--- config.mk ---
export PLATFORM = sky130hd
export DESIGN_NAME = his_readout
export DESIGN_NICKNAME = d
export VERILOG_FILES = /design/src/rtl/his_readout.sv
export SDC_FILE = /design/constraint.sdc
export NUM_CORES = 1
export LEC_CHECK = 0
export CORE_AREA = 2 2 78 80
export DETAILED_ROUTE_END_ITERATION = 12
export DIE_AREA = 0 0 80 82
export PLACE_DENSITY_LB_ADDON = 0.3
export SLEW_MARGIN = 30
export SYNTH_ARGS = -nofsm -noshare
export SYNTH_HDL_FRONTEND = slang
export SYNTH_SLANG_ARGS = --single-unit
export TNS_END_PERCENT = 10
--- constraint.sdc ---
create_clock -name clk -period 2.07 [get_ports clk]
set_clock_uncertainty 0.05 [all_clocks]
set_input_delay 0.3105 -clock clk [delete_from_list [all_inputs] [get_ports clk]]
set_output_delay 0.3105 -clock clk [all_outputs]
set_load 0.01 [all_outputs]
--- src/rtl/his_readout.sv ---
// Histogram readout: sweeps bins 1..NB through a 1-cycle-latency memory, streams
// each count out over a valid/ready handshake and reports the first maximum bin.
module his_readout #(
  parameter int NB          = 16,
  parameter int CW          = 8,
  parameter int CLR_ON_READ = 1,
  localparam int BW         = $clog2(NB + 1)
) (
  input  logic          clk,
  input  logic          res,
  input  logic          start,
  input  logic          hisNum,
  output logic [NB-1:0] rdAddr,
  input  logic [CW-1:0] rdData,
  output logic          clrEn,
  output logic          outValid,
  input  logic          outReady,
  output logic [BW-1:0] outBin,
  output logic [CW-1:0] outCount,
  output logic          outLast,
  output logic          outHis,
  output logic          busy,
  output logic [BW-1:0] peakBin,
  output logic [CW-1:0] peakCount,
  output logic          peakValid
);

  typedef enum logic [2:0] {S_IDLE, S_ADDR, S_WAIT, S_SEND, S_DONE} state_t;

  localparam logic [BW-1:0] LAST_BIN = BW'(NB);
  localparam logic          CLR_BIT  = (CLR_ON_READ != 0);

  state_t          state_q, state_d;
  logic [BW-1:0]   bin_q, bin_d;
  logic [NB-1:0]   rd_addr_q, rd_addr_d;
  logic            clr_en_q, clr_en_d;
  logic            out_valid_q, out_valid_d;
  logic [CW-1:0]   out_count_q, out_count_d;
  logic            out_last_q, out_last_d;
  logic            out_his_q, out_his_d;
  logic            busy_q, busy_d;
  logic [BW-1:0]   peak_bin_q, peak_bin_d;
  logic [CW-1:0]   peak_count_q, peak_count_d;
  logic            peak_valid_q, peak_valid_d;
  logic [BW-1:0]   bin_nxt;

  // Bin b (1-based) maps to rdAddr bit b-1.
  function automatic logic [NB-1:0] onehot(input logic [BW-1:0] b);
    return NB'(1) << (b - BW'(1));
  endfunction

  assign bin_nxt = bin_q + BW'(1);

  always_comb begin
    state_d      = state_q;
    bin_d        = bin_q;
    rd_addr_d    = rd_addr_q;
    clr_en_d     = clr_en_q;
    out_valid_d  = out_valid_q;
    out_count_d  = out_count_q;
    out_last_d   = out_last_q;
    out_his_d    = out_his_q;
    busy_d       = busy_q;
    peak_bin_d   = peak_bin_q;
    peak_count_d = peak_count_q;
    peak_valid_d = 1'b0;
    case (state_q)
      S_IDLE: begin
        if (start) begin
          state_d      = S_ADDR;
          out_his_d    = hisNum;
          bin_d        = BW'(1);
          peak_bin_d   = '0;
          peak_count_d = '0;
          rd_addr_d    = onehot(BW'(1));
          busy_d       = 1'b1;
        end
      end
      S_ADDR: begin
        state_d  = S_WAIT;
        clr_en_d = CLR_BIT;
      end
      S_WAIT: begin
        state_d     = S_SEND;
        out_count_d = rdData;
        clr_en_d    = 1'b0;
        rd_addr_d   = '0;
        out_valid_d = 1'b1;
        out_last_d  = (bin_q == LAST_BIN);
      end
      S_SEND: begin
        if (outReady) begin
          // Strict compare keeps the lowest bin on ties and ignores empty bins.
          if (out_count_q > peak_count_q) begin
            peak_count_d = out_count_q;
            peak_bin_d   = bin_q;
          end
          out_valid_d = 1'b0;
          out_last_d  = 1'b0;
          if (bin_q == LAST_BIN) begin
            state_d      = S_DONE;
            peak_valid_d = 1'b1;
          end else begin
            state_d   = S_ADDR;
            bin_d     = bin_nxt;
            rd_addr_d = onehot(bin_nxt);
          end
        end
      end
      S_DONE: begin
        state_d = S_IDLE;
        busy_d  = 1'b0;
      end
      default: state_d = S_IDLE;
    endcase
  end

  always_ff @(posedge clk or negedge res) begin
    if (!res) begin
      state_q      <= S_IDLE;
      bin_q        <= '0;
      rd_addr_q    <= '0;
      clr_en_q     <= 1'b0;
      out_valid_q  <= 1'b0;
      out_count_q  <= '0;
      out_last_q   <= 1'b0;
      out_his_q    <= 1'b0;
      busy_q       <= 1'b0;
      peak_bin_q   <= '0;
      peak_count_q <= '0;
      peak_valid_q <= 1'b0;
    end else begin
      state_q      <= state_d;
      bin_q        <= bin_d;
      rd_addr_q    <= rd_addr_d;
      clr_en_q     <= clr_en_d;
      out_valid_q  <= out_valid_d;
      out_count_q  <= out_count_d;
      out_last_q   <= out_last_d;
      out_his_q    <= out_his_d;
      busy_q       <= busy_d;
      peak_bin_q   <= peak_bin_d;
      peak_count_q <= peak_count_d;
      peak_valid_q <= peak_valid_d;
    end
  end

  assign rdAddr    = rd_addr_q;
  assign clrEn     = clr_en_q;
  assign outValid  = out_valid_q;
  assign outBin    = bin_q;
  assign outCount  = out_count_q;
  assign outLast   = out_last_q;
  assign outHis    = out_his_q;
  assign busy      = busy_q;
  assign peakBin   = peak_bin_q;
  assign peakCount = peak_count_q;
  assign peakValid = peak_valid_q;

endmodule

==> impl_metrics.json, run 1 <==
{
  "port-buffer-count": 60,
  "fin_hold_ws_ps": 430,
  "routedWlPerCell_um": 14.0,
  "vdd.ir_drop.worst_v": 0.000703,
  "async_reset_ff_frac": 1.00,
  "die_area_um2": 6560,
  "synth_enable_flop_cells": 0,
  "number_of_slew_limit_violations_in_the_final_report": 0,
  "synth.yosys.warnings": 0,
  "synth_top_cells_by_area": "sky130_fd_sc_hd__dfrtp_1 (52%), sky130_fd_sc_hd__a22o_1 (8.5%), sky130_fd_sc_hd__ha_1 (6.6%)",
  "cts_tree": "built",
  "max_slew.worst_pin.slew_ps": 451,
  "post_route_cells_drive_above_1_share": 0.153,
  "critical_path_class": "reg2reg",
  "insertedDiodeCount": 0,
  "top_layer_in_use": "met4",
  "number_of_antenna_violations_at_the_first_check_in_global_routing": 0,
  "unrepaired_setup_endpoints_after_global_routing": "true",
  "dp.cells": 366,
  "synth_top_area_share": 0.517,
  "dpl.hpwl_mm": 3.95,
  "die_height_um": 82,
  "synth_top_flop_cell": "sky130_fd_sc_hd__dfrtp_1",
  "starting_utilization_of_the_core_area": 0.429,
  "drcViolationCount": 0,
  "wl_met3_um": 238,
  "postSynthCellCount": 226,
  "max-clock-path-buffers": 2,
  "vias_per_cell": 5.23,
  "clkSlewWorstSetupHoldPaths_ps": 90,
  "post_synth_top_area_cell": "sky130_fd_sc_hd__dfrtp_1",
  "most-common-layout-cells": "sky130_fd_sc_hd__clkdlybuf4s50_1 (59), sky130_fd_sc_hd__dfrtp_1 (49), sky130_fd_sc_hd__a22o_1 (24), sky130_fd_sc_hd__nand2_1 (23), sky130_fd_sc_hd__buf_4 (15)",
  "die_boundary_width_um": 80,
  "tritoncts.num_buffers": 5,
  "floorplan.core_area_um2": 5750,
  "ys_ff_latch": 51,
  "power_per_cell_area_nw_per_um2": 1380,
  "grt_overflow_total": 0,
  "setup-tns-final_ps": 0,
  "finalNonFillerCells": 375,
  "timing.max_slew.rel_slack": 0.699,
  "outcome": "finished clean",
  "cap_viol_max_count": 0,
  "critPathRequiredTime_ps": 2210,
  "fin_crit_ps": 2010,
  "synthesis.area_um2": 2470,
  "rows": 28,
  "crit_path_end_kind": "flip-flop",
  "drt_wl_total_mm": 5.26,
  "clock_tree.root_cell": "sky130_fd_sc_hd__clkbuf_8",
  "finalWeightedCongestion": 0.817,
  "drt_iter0_markers": 41,
  "synth.avg_cell_area_um2": 10.9,
  "cp-start-kind": "flip-flop",
  "seq_area_frac_synth": 0.517,
  "grt_start_max_net_pins": 25,
  "drt-met1-wl_mm": 2.48,
  "layout_commonest_cell": "sky130_fd_sc_hd__clkdlybuf4s50_1",
  "io-pin-count": 61,
  "drt_pass1_iterations": 4,
  "numClockSinks": 51,
  "grt_pass1_vias": 1852,
  "total_leakage_power_nw": 1.50,
  "timing.final.crit_share": 0.971,
  "track_usage": 0.169,
  "final_setup_violation_count": 0,
  "critical_path_peak_fanout": 7,
  "clock_tree.htree_level_count": 2,
  "synthesis.nets": 252,
  "maxClockFrequency_ghz": 0.497,
  "finalHoldViolCount": 0,
  "route.vias.total": 1961,
  "fin_util": 0.592,
  "timing.hold.worst.class": "in2async",
  "worstPathArrival_ps": 2150,
  "synthesis_to_layout_area_growth_pct": 37.9,
  "finish.net_count": 325,
  "ant_nets": 0,
  "clock_latency_at_the_later_pin_of_the_worst_skew_pair_ps": 300,
  "num-fill-cells": 502,
  "first_pass_grt_wire_length_mm": 8.60,
  "synthDistinctLibCells": 42,
  "met2_wirelength_mm": 2.52
}
-- what timing repair did --
item | 4_1_cts | 5_1_grt
endpoints found under the setup margin | 0 | 19
endpoints found under the hold margin | 16 | 0
setup buffers | 0 | 0
resized for setup | 0 | 4
hold buffers | 1 | 0
-- routing by layer --
| layer | vias up | GRT usage |
|---|---|---|
| met5 | - | 0 |
| met4 | 0 | 0.0407 |
| met3 | 4 | 0.0374 |
| met2 | 50 | 0.290 |
| met1 | 942 | 0.217 |
| li1 | 965 | - |
-- path summary, 6_finish.rpt --
path / start / slack, ps / cells after the start / endpoint
worst max register to register: outBin[0] / 60 / 7 / rdAddr[5]
max in group asynchronous: res / 1020 / 3 / rdAddr[14]
worst min register to register: rdAddr[3] / 440 / 2 / rdAddr[3]
worst min-delay path: res / 430 / 2 / rdAddr[1]
worst max-delay path: outBin[0] / 60 / 7 / rdAddr[5]
min in group clk: rdAddr[3] / 440 / 2 / rdAddr[3]
-- cells in the mapped netlist, types with 6 or more instances --
| library cell | count |
|---|---|
| sky130_fd_sc_hd__ha_1 | 13 |
| sky130_fd_sc_hd__o21ai_0 | 12 |
| sky130_fd_sc_hd__nor2_1 | 11 |
| sky130_fd_sc_hd__a21oi_1 | 8 |
| sky130_fd_sc_hd__inv_1 | 13 |
| sky130_fd_sc_hd__nand2_1 | 23 |
| sky130_fd_sc_hd__mux2_2 | 8 |
| sky130_fd_sc_hd__dfrtp_1 | 51 |
| sky130_fd_sc_hd__a22o_1 | 24 |
| sky130_fd_sc_hd__o31ai_1 | 6 |
| sky130_fd_sc_hd__nand2b_1 | 6 |
-- sequential cells by signal, indices dropped and copies added, names as in the netlist --
signal and cells:
outLast 1, state_q 3, outBin 5, peakCount 8
clrEn 1, peakValid 1, rdAddr 16, outValid 1
outCount 8, outHis 1, peakBin 5, busy 1
-- kinds of logic after synthesis --
kind of cell	Yosys count	share of synthesized area
compound gates	62	0.187
fa+ha+maj	13	0.0659
buf+inv	25	0.0461
flops	51	0.517
mux	8	0.0365
simple gates	67	0.148
-- final cells by class --
class | count | area [um2] | share of cell area
sequential | 51 | 1280 | 0.376
multi-input combinational | 150 | 1100 | 0.325
timing repair buffer | 78 | 758 | 0.223
tap | 75 | 93.8 | 0.0276
clock buffer | 6 | 82.6 | 0.0243
inverter | 13 | 48.8 | 0.0143
clock inverter | 2 | 35.0 | 0.0103
-- where the power goes --
part	internal [mW]	switching [mW]	leakage [nW]
clock	0.391	0.322	0.0612
sequential	1.29	0.274	0.660
combinational	1.27	1.13	0.775
-- through the flow --
step	cell area (um2)	setup WS, ps	power [mW]
final	3400	59.1	4.68
after global routing	3400	-3.43	5.06
after CTS	3390	51.1	4.73
after detailed placement	3260	66.9	3.98
after global placement	3260	92.8	3.95
after floorplan	2480	9.96	2.95
-- worst max-delay path: stages (launching register included) --
cell and delay, ps:
sky130_fd_sc_hd__dfrtp_2 450, sky130_fd_sc_hd__inv_1 120, sky130_fd_sc_hd__ha_4 230, sky130_fd_sc_hd__or3_1 330
sky130_fd_sc_hd__a211o_1 330, sky130_fd_sc_hd__nand4_4 110, sky130_fd_sc_hd__nor2_1 90, sky130_fd_sc_hd__a22o_1 190
Note: power is estimated with default switching activity, not from simulation.
==> run 2: changes to the inputs <==
- REMOVE_ABC_BUFFERS: not set -> 1
==> run 2 against run 1 <==
Routed wire length grew 2.9%. Setup slack gained 19 ps. Non-clock buffer count rose by 3. Via count rose by 2.8%. Core utilization shrank 0.39 points. Die area did not move. Critical path depth stayed put. First-iteration DRC count up 41%. Combinational power up 2%. Count of clock-buffer cells in the layout decreased by 1. Register-to-register slack better by 20 ps. Critical path type unchanged. Critical endpoint is now rdAddr[15]. Largest cell class unchanged. Largest power group unchanged.
==> impl_metrics.json, run 2 (synthesis results as in run 1) <==
{
  "outcome": "finished clean",
  "r2r-end": "rdAddr[15]",
  "vdd.ir_drop.worst_v": 0.000639,
  "drt_pass1_iterations": 4,
  "rrSetupSlack_ps": 80,
  "most-common-layout-cells": "sky130_fd_sc_hd__clkdlybuf4s50_1 (59), sky130_fd_sc_hd__dfrtp_1 (51), sky130_fd_sc_hd__a22o_1 (24), sky130_fd_sc_hd__nand2_1 (23), sky130_fd_sc_hd__buf_4 (19)",
  "finalWeightedCongestion": 0.772,
  "crit_path_end_kind": "flip-flop",
  "tritoncts.num_buffers": 5,
  "grt_pass1_vias": 1976,
  "maxClockFrequency_ghz": 0.502,
  "max-clock-path-buffers": 2,
  "number_of_antenna_violations_at_the_first_check_in_global_routing": 0,
  "starting_utilization_of_the_core_area": 0.429,
  "grt_start_max_net_pins": 28,
  "fin_util": 0.588,
  "post_route_cells_drive_above_1_share": 0.152,
  "synthesis_to_layout_area_growth_pct": 37.0,
  "routedWlPerCell_um": 14.3,
  "track_usage": 0.180,
  "insertedDiodeCount": 0,
  "fin_hold_ws_ps": 440,
  "clock_tree.htree_level_count": 2,
  "worstPathArrival_ps": 2150,
  "worst_r2r_startpoint": "outBin[1]",
  "critPathRequiredTime_ps": 2230,
  "hold_end": "rdAddr[3]",
  "floorplan.core_area_um2": 5750,
  "timing.hold.worst.class": "reg2reg",
  "fin_crit_ps": 1990,
  "numClockSinks": 51,
  "post-layout-total-power_mw": 4.58,
  "clock_network_fraction_of_design_power": 0.129,
  "net-switching-power_mw": 1.76,
  "stdcell_area_um2": 3380,
  "cts_tree": "built",
  "grt_overflow_total": 0,
  "power_per_cell_area_nw_per_um2": 1350,
  "die_area_um2": 6560,
  "p_seq_frac": 0.337,
  "finalHoldViolCount": 0,
  "critical_path_peak_fanout": 4,
  "drt_wl_total_mm": 5.41,
  "largest_register_ffs": 16,
  "drcViolationCount": 0,
  "worst_hold_startpoint": "rdAddr[3]",
  "route.vias.total": 2016,
  "finish.net_count": 328,
  "drt_iter0_markers": 58,
  "clock_tree.root_cell": "sky130_fd_sc_hd__clkbuf_8",
  "ant_nets": 0,
  "power.internal_mw": 2.82,
  "critical_path_class": "reg2reg",
  "io-pin-count": 61,
  "power.switching_fraction": 0.384,
  "max_slew.worst_pin.slew_ps": 588,
  "cp-start-kind": "flip-flop",
  "timing.max_slew.rel_slack": 0.608,
  "clkSlewWorstSetupHoldPaths_ps": 100,
  "total_leakage_power_nw": 1.49,
  "layout_commonest_cell": "sky130_fd_sc_hd__clkdlybuf4s50_1",
  "rows": 28,
  "reg2reg_depth": 7,
  "final_setup_violation_count": 0,
  "timing.final.crit_share": 0.962,
  "first_pass_grt_wire_length_mm": 9.17,
  "combPwrFrac": 0.535,
  "worst_hold_path.num_cells": 2,
  "number_of_slew_limit_violations_in_the_final_report": 0,
  "cap_viol_max_count": 0,
  "detailed_place.area_um2": 3230,
  "die_boundary_width_um": 80,
  "vias_per_cell": 5.33,
  "die_height_um": 82,
  "dpl.hpwl_mm": 3.99,
  "clock_latency_at_the_later_pin_of_the_worst_skew_pair_ps": 310,
  "port-buffer-count": 60
}
## run 2: cell count changes in the layout (fill, tap and decap cells not counted), moves of 2 or more
cell,delta
sky130_fd_sc_hd__dfrtp_1,+2
sky130_fd_sc_hd__dfrtp_2,-2
sky130_fd_sc_hd__clkinv_4,+2
sky130_fd_sc_hd__buf_4,+4
## run 2: area by class of cell
type / instances / area [um2]
Inverter: 13 / 48.8
Timing Repair Buffer: 81 / 768
Clock inverter: 3 / 25.0
Sequential cell: 51 / 1280
Tap cell: 75 / 93.8
Clock buffer: 5 / 68.8
Fill cell: 505 / 2370
Multi-Input combinational cell: 150 / 1100
## run 2: per-stage QoR
stage / TNS (ps) / instances / worst slack [ps]
floorplan: -1260 / 214 / -134
global placement: 0 / 366 / 55.2
detailed placement: -11.3 / 366 / -11.3
CTS: 0 / 377 / 16.2
global route: -9.50 / 378 / -5.15
finish: 0 / 378 / 78.3
## run 2: worst max path at each step
stage	from	endpoint	depth (start not counted)
3_3_place_gp	outBin[0]	rdAddr[6]	7
6_report	outBin[1]	rdAddr[15]	7
3_5_place_dp	outBin[0]	rdAddr[7]	7
5_1_grt	outBin[1]	rdAddr[3]	7
2_1_floorplan	outBin[0]	rdAddr[4]	7
4_1_cts	outBin[1]	rdAddr[7]	7
## run 2: routing by layer
layer	vias to the layer above	wire length [um]	track usage	part of all wire
met5	-	0	0	0
met4	0	102	0.0661	0.019
met3	10	268	0.0429	0.050
li1	973	-	-	-
met2	48	2670	0.308	0.49
met1	985	2370	0.223	0.44
## run 2: repair_timing
item                                    in CTS  in global routing
endpoints found under the setup margin       7                 30
buffers inserted                             2                  1
gates resized for setup                      0                  4
gates cloned                                 0                  0
hold buffers                                 1                  0
pin swaps                                    0                  2
endpoints found under the hold margin       24                  0
## run 2: power groups by stage
stage	Clock, mW	Sequential, mW	Combinational [mW]
after floorplan	0	1.68	1.15
after global placement	0	1.56	2.31
after detailed placement	0	1.57	2.36
after CTS	0.607	1.54	2.41
after global routing	0.652	1.59	2.73
final	0.589	1.54	2.45
## run 2: worst max-delay path, stage by stage (launching register included)
cell	delay, ps
sky130_fd_sc_hd__dfrtp_1	410
sky130_fd_sc_hd__buf_4	140
sky130_fd_sc_hd__ha_1	200
sky130_fd_sc_hd__or3_4	390
sky130_fd_sc_hd__nand4_1	150
sky130_fd_sc_hd__nand4_4	120
sky130_fd_sc_hd__and2b_2	250
sky130_fd_sc_hd__a22o_1	180
==> run 3: changes to the inputs <==
- ABC_AREA: not set -> 1
- CORE_AREA: 2 2 78 80 -> 2 2 81 83
- DIE_AREA: 0 0 80 82 -> 0 0 83 85
- SKIP_LAST_GASP: not set -> 1
==> run 3 against run 2 <==
Final cell count rose by 23%. Sequential share of layout area decreased by 0.81 points. Largest power group unchanged. Core utilization decreased by 3.2 points. Hold slack got worse by 11 ps. Area after synthesis up 8.2%. Global-route usage rose by 0.22 points. First-iteration DRC count increased by 100%. Count of clock-buffer cells in the layout increased by 1. Highest routed layer unchanged. Critical path type unchanged. Via count rose by 16%. Routed wire length is 11% higher.
==> impl_metrics.json, run 3 <==
{
  "finalWeightedCongestion": 0.879,
  "worstPathArrival_ps": 2130,
  "worst_r2r_startpoint": "outBin[1]",
  "insertedDiodeCount": 0,
  "vdd.ir_drop.worst_v": 0.000581,
  "route.vias.total": 2339,
  "worst_hold_startpoint": "peakBin[3]",
  "stdcell_area_um2": 3450,
  "ant_nets": 0,
  "floorplan.core_area_um2": 6200,
  "finalHoldViolCount": 0,
  "synth_enable_flop_cells": 0,
  "timing.max_slew.rel_slack": 0.627,
  "clock_tree.root_cell": "sky130_fd_sc_hd__clkbuf_8",
  "routedWlPerCell_um": 12.9,
  "rows": 29,
  "drt_pass1_iterations": 4,
  "timing.final.crit_share": 0.942,
  "numClockSinks": 51,
  "critical_path_peak_fanout": 8,
  "dpl.hpwl_mm": 4.53,
  "synth_top_area_share": 0.478,
  "starting_utilization_of_the_core_area": 0.430,
  "top_count_cell_post_synth": "sky130_fd_sc_hd__nand2_1",
  "die_height_um": 85,
  "synth_top_flop_cell": "sky130_fd_sc_hd__dfrtp_1",
  "track_usage": 0.183,
  "first_pass_grt_wire_length_mm": 10.6,
  "fin_crit_ps": 1950,
  "synthesis.area_um2": 2670,
  "layout_commonest_cell": "sky130_fd_sc_hd__nand2_1",
  "seq_area_frac_synth": 0.478,
  "max-clock-path-buffers": 2,
  "vias_per_cell": 5.02,
  "crit_path_end_kind": "flip-flop",
  "tritoncts.num_buffers": 5,
  "die_area_um2": 7060,
  "post_synth_top_area_cell": "sky130_fd_sc_hd__dfrtp_1",
  "ys_ff_latch": 51,
  "critPathRequiredTime_ps": 2250,
  "power_per_cell_area_nw_per_um2": 1390,
  "die_boundary_width_um": 83,
  "finish.net_count": 414,
  "synth_top_cells_by_area": "sky130_fd_sc_hd__dfrtp_1 (48%), sky130_fd_sc_hd__nand2_1 (14%), sky130_fd_sc_hd__ha_1 (6.1%)",
  "cap_viol_max_count": 0,
  "number_of_antenna_violations_at_the_first_check_in_global_routing": 0,
  "synthesis_to_layout_area_growth_pct": 29.4,
  "drt_iter0_markers": 116,
  "post_route_cells_drive_above_1_share": 0.0900,
  "clock_tree.htree_level_count": 2,
  "total_leakage_power_nw": 1.67,
  "top_layer_in_use": "met4",
  "grt_start_max_net_pins": 30,
  "outcome": "finished clean",
  "post-layout-total-power_mw": 4.80,
  "met2_wirelength_mm": 2.92,
  "clock_latency_at_the_later_pin_of_the_worst_skew_pair_ps": 300,
  "post_synth_most_frequent_cells": "sky130_fd_sc_hd__nand2_1 (97), sky130_fd_sc_hd__dfrtp_1 (51), sky130_fd_sc_hd__inv_1 (38)",
  "unrepaired_setup_endpoints_after_global_routing": "true",
  "clkSlewWorstSetupHoldPaths_ps": 90,
  "max_slew.worst_pin.slew_ps": 560,
  "synth.yosys.warnings": 0,
  "timing.hold.worst.class": "reg2reg",
  "largest_register_ffs": 16,
  "detailed_place.area_um2": 3350,
  "drt_wl_total_mm": 6.03,
  "worstSetupStartpoint": "outBin[1]",
  "grt_pass1_vias": 2297,
  "fin_util": 0.557,
  "cts.repair_timing.setup_buffer_count": 0,
  "io-pin-count": 61,
  "number_of_slew_limit_violations_in_the_final_report": 0,
  "grt_overflow_total": 0,
  "postSynthCellCount": 322,
  "async_reset_ff_frac": 1.00,
  "port-buffer-count": 60,
  "drcViolationCount": 0,
  "most-common-layout-cells": "sky130_fd_sc_hd__nand2_1 (96), sky130_fd_sc_hd__clkdlybuf4s50_1 (59), sky130_fd_sc_hd__dfrtp_1 (51), sky130_fd_sc_hd__inv_1 (38), sky130_fd_sc_hd__nand3_1 (26)",
  "maxClockFrequency_ghz": 0.513,
  "final_setup_violation_count": 0,
  "cts_tree": "built",
  "cp-start-kind": "flip-flop",
  "setup-tns-final_ps": 0,
  "drt-met1-wl_mm": 2.75,
  "wl_met3_um": 251,
  "synth.avg_cell_area_um2": 8.29,
  "synthDistinctLibCells": 29,
  "critical_path_class": "reg2reg"
}
## run 3: cell count changes after synthesis, moves of 4 or more
| cell | delta |
|---|---|
| sky130_fd_sc_hd__inv_1 | +25 |
| sky130_fd_sc_hd__nand4_1 | +7 |
| sky130_fd_sc_hd__inv_2 | +4 |
| sky130_fd_sc_hd__a22o_1 | -24 |
| sky130_fd_sc_hd__o31ai_1 | -5 |
| sky130_fd_sc_hd__o21ai_0 | +6 |
| sky130_fd_sc_hd__nand2_4 | +4 |
| sky130_fd_sc_hd__buf_2 | -4 |
| sky130_fd_sc_hd__o21ai_1 | +5 |
| sky130_fd_sc_hd__nand2_1 | +74 |
| sky130_fd_sc_hd__nor2_1 | +12 |
| sky130_fd_sc_hd__nand3_1 | +24 |
| sky130_fd_sc_hd__nand2b_1 | -6 |
| sky130_fd_sc_hd__mux2_2 | -7 |
## run 3: final cells by class
class	instances	area [um2]
clock inverter	2	12.5
multi-input combinational	220	1170
tap	77	96.3
fill	572	2750
inverter	43	166
clock buffer	6	72.6
timing repair buffer	67	663
sequential	51	1280
## run 3: cell families after synthesis
| family | count (synthesis) | share of synthesized area |
|---|---|---|
| and+or+nand+nor | 172 | 0.293 |
| buffers and inverters | 51 | 0.0877 |
| DFF | 51 | 0.478 |
| AOI/OAI and AO/OA | 34 | 0.0755 |
| adders and majority gates | 13 | 0.0609 |
| muxes | 1 | 0.00422 |
## run 3: worst max-delay path: stages (launching register included)
cell and delay [ps]:
sky130_fd_sc_hd__dfrtp_1 510, sky130_fd_sc_hd__inv_1 100, sky130_fd_sc_hd__ha_1 180, sky130_fd_sc_hd__inv_1 70, sky130_fd_sc_hd__nor2_1 50, sky130_fd_sc_hd__nand2_1 160
sky130_fd_sc_hd__o21ai_4 90, sky130_fd_sc_hd__nor3_1 390, sky130_fd_sc_hd__inv_1 110, sky130_fd_sc_hd__o21ai_1 160
## run 3: layer usage
metal  vias up  global-route usage
met5         -                   0
met4         0              0.0715
met1      1118               0.237
li1       1154                   -
met3        10              0.0321
met2        57               0.306
## run 3: timing repair
item / 4_1_cts / 5_1_grt
hold buffers: 1 / 0
endpoints found under the hold margin: 22 / 0
gates resized for setup: 0 / 2
setup endpoints to repair: 0 / 13
## run 3: per-stage QoR
step | std cells | hold slack, ps | worst slack, ps
final | 466 | 429 | 120
after global routing | 466 | 463 | -78.9
after CTS | 466 | 433 | 47.0
after detailed placement | 457 | 283 | 65.3
after global placement | 457 | 278 | 154
after floorplan | 314 | -35.1 | 247
## run 3: power by group
part	switching (mW)	leakage (nW)	internal [mW]
Sequential	0.257	0.670	1.28
Clock	0.326	0.0412	0.237
Combinational	1.60	0.959	1.10
Total	2.18	1.67	2.62
## run 3: worst paths after layout
| path | end | slack (ps) | cells past startpoint |
|---|---|---|---|
| max | rdAddr[10] | 120 | 9 |
| min | peakBin[3] | 430 | 2 |
| max reg2reg | rdAddr[10] | 120 | 9 |
| min reg2reg | peakBin[3] | 430 | 2 |
| max in group asynchronous | peakBin[4] | 950 | 3 |
| min in group asynchronous | outCount[0] | 480 | 2 |
==> patch 1: new RTL, flow settings as in run 2 <==
`rd_addr_q` no longer has a reset.
--- a/src/rtl/his_readout.sv
+++ b/src/rtl/his_readout.sv
@@ -119,7 +119,6 @@
     if (!res) begin
       state_q      <= S_IDLE;
       bin_q        <= '0;
-      rd_addr_q    <= '0;
       clr_en_q     <= 1'b0;
       out_valid_q  <= 1'b0;
       out_count_q  <= '0;
@@ -132,7 +131,6 @@
     end else begin
       state_q      <= state_d;
       bin_q        <= bin_d;
-      rd_addr_q    <= rd_addr_d;
       clr_en_q     <= clr_en_d;
       out_valid_q  <= out_valid_d;
       out_count_q  <= out_count_d;
@@ -143,6 +141,10 @@
       peak_count_q <= peak_count_d;
       peak_valid_q <= peak_valid_d;
     end
+  end
+
+  always_ff @(posedge clk) begin
+    rd_addr_q <= rd_addr_d;
   end
 
   assign rdAddr    = rd_addr_q;
Check against the original RTL: not equivalent (a bounded check fails within 4 cycles, from zero or initial values; the reset may be asserted at any time).
==> patch 1 against run 2 <==
The run now ends with setup timing left. Sequential power increased by 14%. Synthesized area fell by 1.2%. Sequential cell count did not move. Fmax shrank 7.5%. Die area did not move. Total power rose by 21%. Final area grew 3.2%. Setup slack got worse by 0.16 ns. Count of clock-buffer cells in the layout up 2. Wire length down 3.1%. Clock power shrank 6.1%. Sequential share of layout area rose by 1.1 points. Critical path type unchanged. Largest power group unchanged.
==> patch 1: results <==
[outcome]
outcome = "finished, violations left"
violations = "setup timing"

[critical_path]
r2r-end = "rdAddr[4]$_DFFE_PP_"
critPathCapture = "rdAddr[4]$_DFFE_PP_"

[min_path]
worstHoldPathType = "primary input to asynchronous set/reset pin"

[power]
clockPowerShare_pct = 10.0
power.leakage_nw = 1.493
pg_comb_mw = 3.21
ir_drop_mv = 0.7585

[timing]
fin_ws_ns = -0.08399
slew_headroom_pct = 69.89
setup_violations = 13
fin_tns_setup_ns = -0.6946

[global_routing]
grt_use_total_pct = 17.34
grtUsageMet2_pct = 29.25
grt_use_met1_pct = 22.06
grt_pass1_wl_um = 8859
grt_max_degree = 36

[synthesis]
synth-edff-count = 16
yosysSeqAreaShare_pct = 55.65
ys_types = 40
postSynthAreaPerCell_um2 = 11.89
synthTopCellsByCount = "dfrtp_1 (35), and2_1 (17), edfxtp_1 (16)"
synth-async-reset-ratio_pct = 68.63

[place]
placed_cells = 363
dpl_cell_area_um2 = 3329
post-place-ws_ns = -0.1778

[route]
vias = 1913

[layout]
fillers = 509
instances_no_fill = 373
layout-drive-gt1-share_pct = 22.48
nets = 323
==> patch 1: cell families after synthesis <==
group / count (synthesis) / share of synthesized area [%]
simple gates: 66 / 16.33
mux: 9 / 4.158
flops: 51 / 55.65
compound gates: 47 / 13.86
xor+xnor: 1 / 0.3594
fa+ha+maj: 13 / 6.674
buf+inv: 18 / 2.977
==> patch 1: area by class of cell <==
class / instances / area (µm²) / share of cell area, %
inverter: 10 / 37.54 / 1.076
clock buffer: 7 / 76.32 / 2.188
tap: 75 / 93.84 / 2.690
multi-input combinational: 136 / 1071 / 30.70
clock inverter: 1 / 5.005 / 0.1435
sequential: 51 / 1356 / 38.88
timing repair buffer: 93 / 848.3 / 24.32
==> patch 1: routing by layer <==
layer,share of wire [%],vias to the layer above
met5,0,-
met4,1.6,0
met3,5.8,9
met2,49,57
met1,43,916
li1,-,931
==> patch 1: critical path, stage by stage (launching register included) <==
cell	delay, ns
dfrtp_1	0.43
inv_2	0.10
ha_4	0.21
or3_4	0.33
and4_4	0.16
nor4_4	0.31
and4_1	0.30
and2_4	0.15
==> patch 1: worst min-delay path by stage <==
stage | from | to | slack, ns | cells after the start
floorplan | res | busy$_DFFE_PN0P_ | -0.04 | 0
global placement | outValid$_DFFE_PN0P_ | outValid$_DFFE_PN0P_ | 0.42 | 1
detailed placement | outValid$_DFFE_PN0P_ | outValid$_DFFE_PN0P_ | 0.42 | 1
CTS | res | outCount[6]$_DFFE_PN0P_ | 0.37 | 2
global route | res | outCount[6]$_DFFE_PN0P_ | 0.40 | 2
finish | res | outCount[6]$_DFFE_PN0P_ | 0.37 | 2
==> patch 1: timing repair <==
item	4_1_cts	5_1_grt
resized for setup	11	4
setup buffers	1	1
endpoints found under the setup margin	20	29
pin swaps	16	6
==> patch 2: new RTL, settings of run 2 <==
Made on the original files. Change the parameter `NB` from 16 to 32.
--- a/src/rtl/his_readout.sv
+++ b/src/rtl/his_readout.sv
@@ -1,7 +1,7 @@
 // Histogram readout: sweeps bins 1..NB through a 1-cycle-latency memory, streams
 // each count out over a valid/ready handshake and reports the first maximum bin.
 module his_readout #(
-  parameter int NB          = 16,
+  parameter int NB          = 32,
   parameter int CW          = 8,
   parameter int CLR_ON_READ = 1,
   localparam int BW         = $clog2(NB + 1)
Ports: changed (resized outBin, peakBin and rdAddr); port bits go from 61 to 79. The function was not compared with the original's and may differ.
==> patch 2 against run 2 <==
Final area rose by 38%. Wire length rose by 62%. Largest cell class unchanged. Clock power rose by 100%. Synthesized cell count rose by 24%. Largest power group unchanged. Sequential cell count rose by 18. Critical endpoint is now peakCount[4]$_DFFE_PN0P_. Setup slack got worse by 0.17 ns. First-iteration DRC count rose to 2.7 times the old value. Total power rose by 53%. The run now ends with setup timing left. Synthesized area rose by 31%.
==> patch 2: results <==
[global_routing]
first_global_vias = 2694
grt_pass1_wl_um = 12980
grt_use_total_pct = 26.39
grt_max_degree = 33
grtUsageMet2_pct = 46.92

[route]
wl_met1_um = 3456
totalWireLength_um = 8790
drt_iter0_drc = 155
dr_wl_met2_um = 4662

[outcome]
outcome = "finished, violations left"
violations = "setup timing"

[layout]
largest_reg_flops = 32
nets = 412
fillers = 349

[critical_path]
worstPathArrival_ns = 2.40
crit_family = "compound AO/OA/AOI/OAI gates"
reg2regPathDepth = 9
max_stage_delay_ns = 0.36
r2r-end = "peakCount[4]$_DFFE_PN0P_"

[power]
ir_drop_mv = 1.234
clockPowerShare_pct = 17.0
cellInternalPower_mw = 4.289

[place]
dp_hpwl_um = 5404
gp_congestion = 0.7869
placed_cells = 436
post-place-ws_ns = -0.04189
dpl_cell_area_um2 = 4230

[timing]
setup_violations = 46
fin_ws_ns = -0.09163
whs_ns = 0.3690

[synthesis]
synthTopCellsByCount = "dfrtp_1 (69), a32o_1 (31), nor2_1 (20), a22o_1 (15), buf_2 (14)"
yosysSeqAreaShare_pct = 53.38
synthTopCellsByArea = "dfrtp_1 (53%), a32o_1 (9.6%), ha_1 (5.0%)"

[clocking]
clk_latency_ns = 0.35
htree_levels = 3
numCtsBuffers = 9
[patch 2: repair_timing]
action	CTS	global route
hold endpoints to repair	14	0
gates cloned	0	1
pin swaps	1	20
hold buffers	1	0
endpoints found under the setup margin	20	46
setup buffers	2	10
gates resized for setup	2	18
[patch 2: how the worst max path moves through the flow]
| stage | start | to | cells after the start | slack [ns] |
|---|---|---|---|---|
| after floorplan | outBin[0]$_DFFE_PN0P_ | state_q[0]$_DFFE_PN0P_ | 7 | -0.51 |
| after global placement | outBin[0]$_DFFE_PN0P_ | rdAddr[0]$_DFFE_PN0P_ | 7 | 0.01 |
| after detailed placement | outBin[0]$_DFFE_PN0P_ | rdAddr[0]$_DFFE_PN0P_ | 7 | -0.04 |
| after CTS | outBin[1]$_DFFE_PN0P_ | rdAddr[0]$_DFFE_PN0P_ | 7 | -0.04 |
| after global routing | peakCount[1]$_DFFE_PN0P_ | peakCount[4]$_DFFE_PN0P_ | 9 | -0.18 |
| final | peakCount[1]$_DFFE_PN0P_ | peakCount[4]$_DFFE_PN0P_ | 9 | -0.09 |
[patch 2: logic make-up (layout without fill, tap and decap cells)]
family                     Yosys count  after routing  synth area share (%)
DFF                                 69             69                 53.39
and+or+nand+nor                     66             66                 10.68
xor gates and xnor gates            11             11                 3.211
AOI/OAI and AO/OA                   78             78                 19.96
muxes                                8              8                 2.785
buffers and inverters               35            145                 4.952
adders and majority gates           13             13                 5.029
[patch 2: final cells by class]
type	count	share of cell area, %
Sequential cell	69	37.04
Multi-Input combinational cell	176	30.65
Timing Repair Buffer	117	24.69
Clock buffer	10	2.952
Tap cell	75	2.013
Clock inverter	5	1.610
Inverter	13	1.047
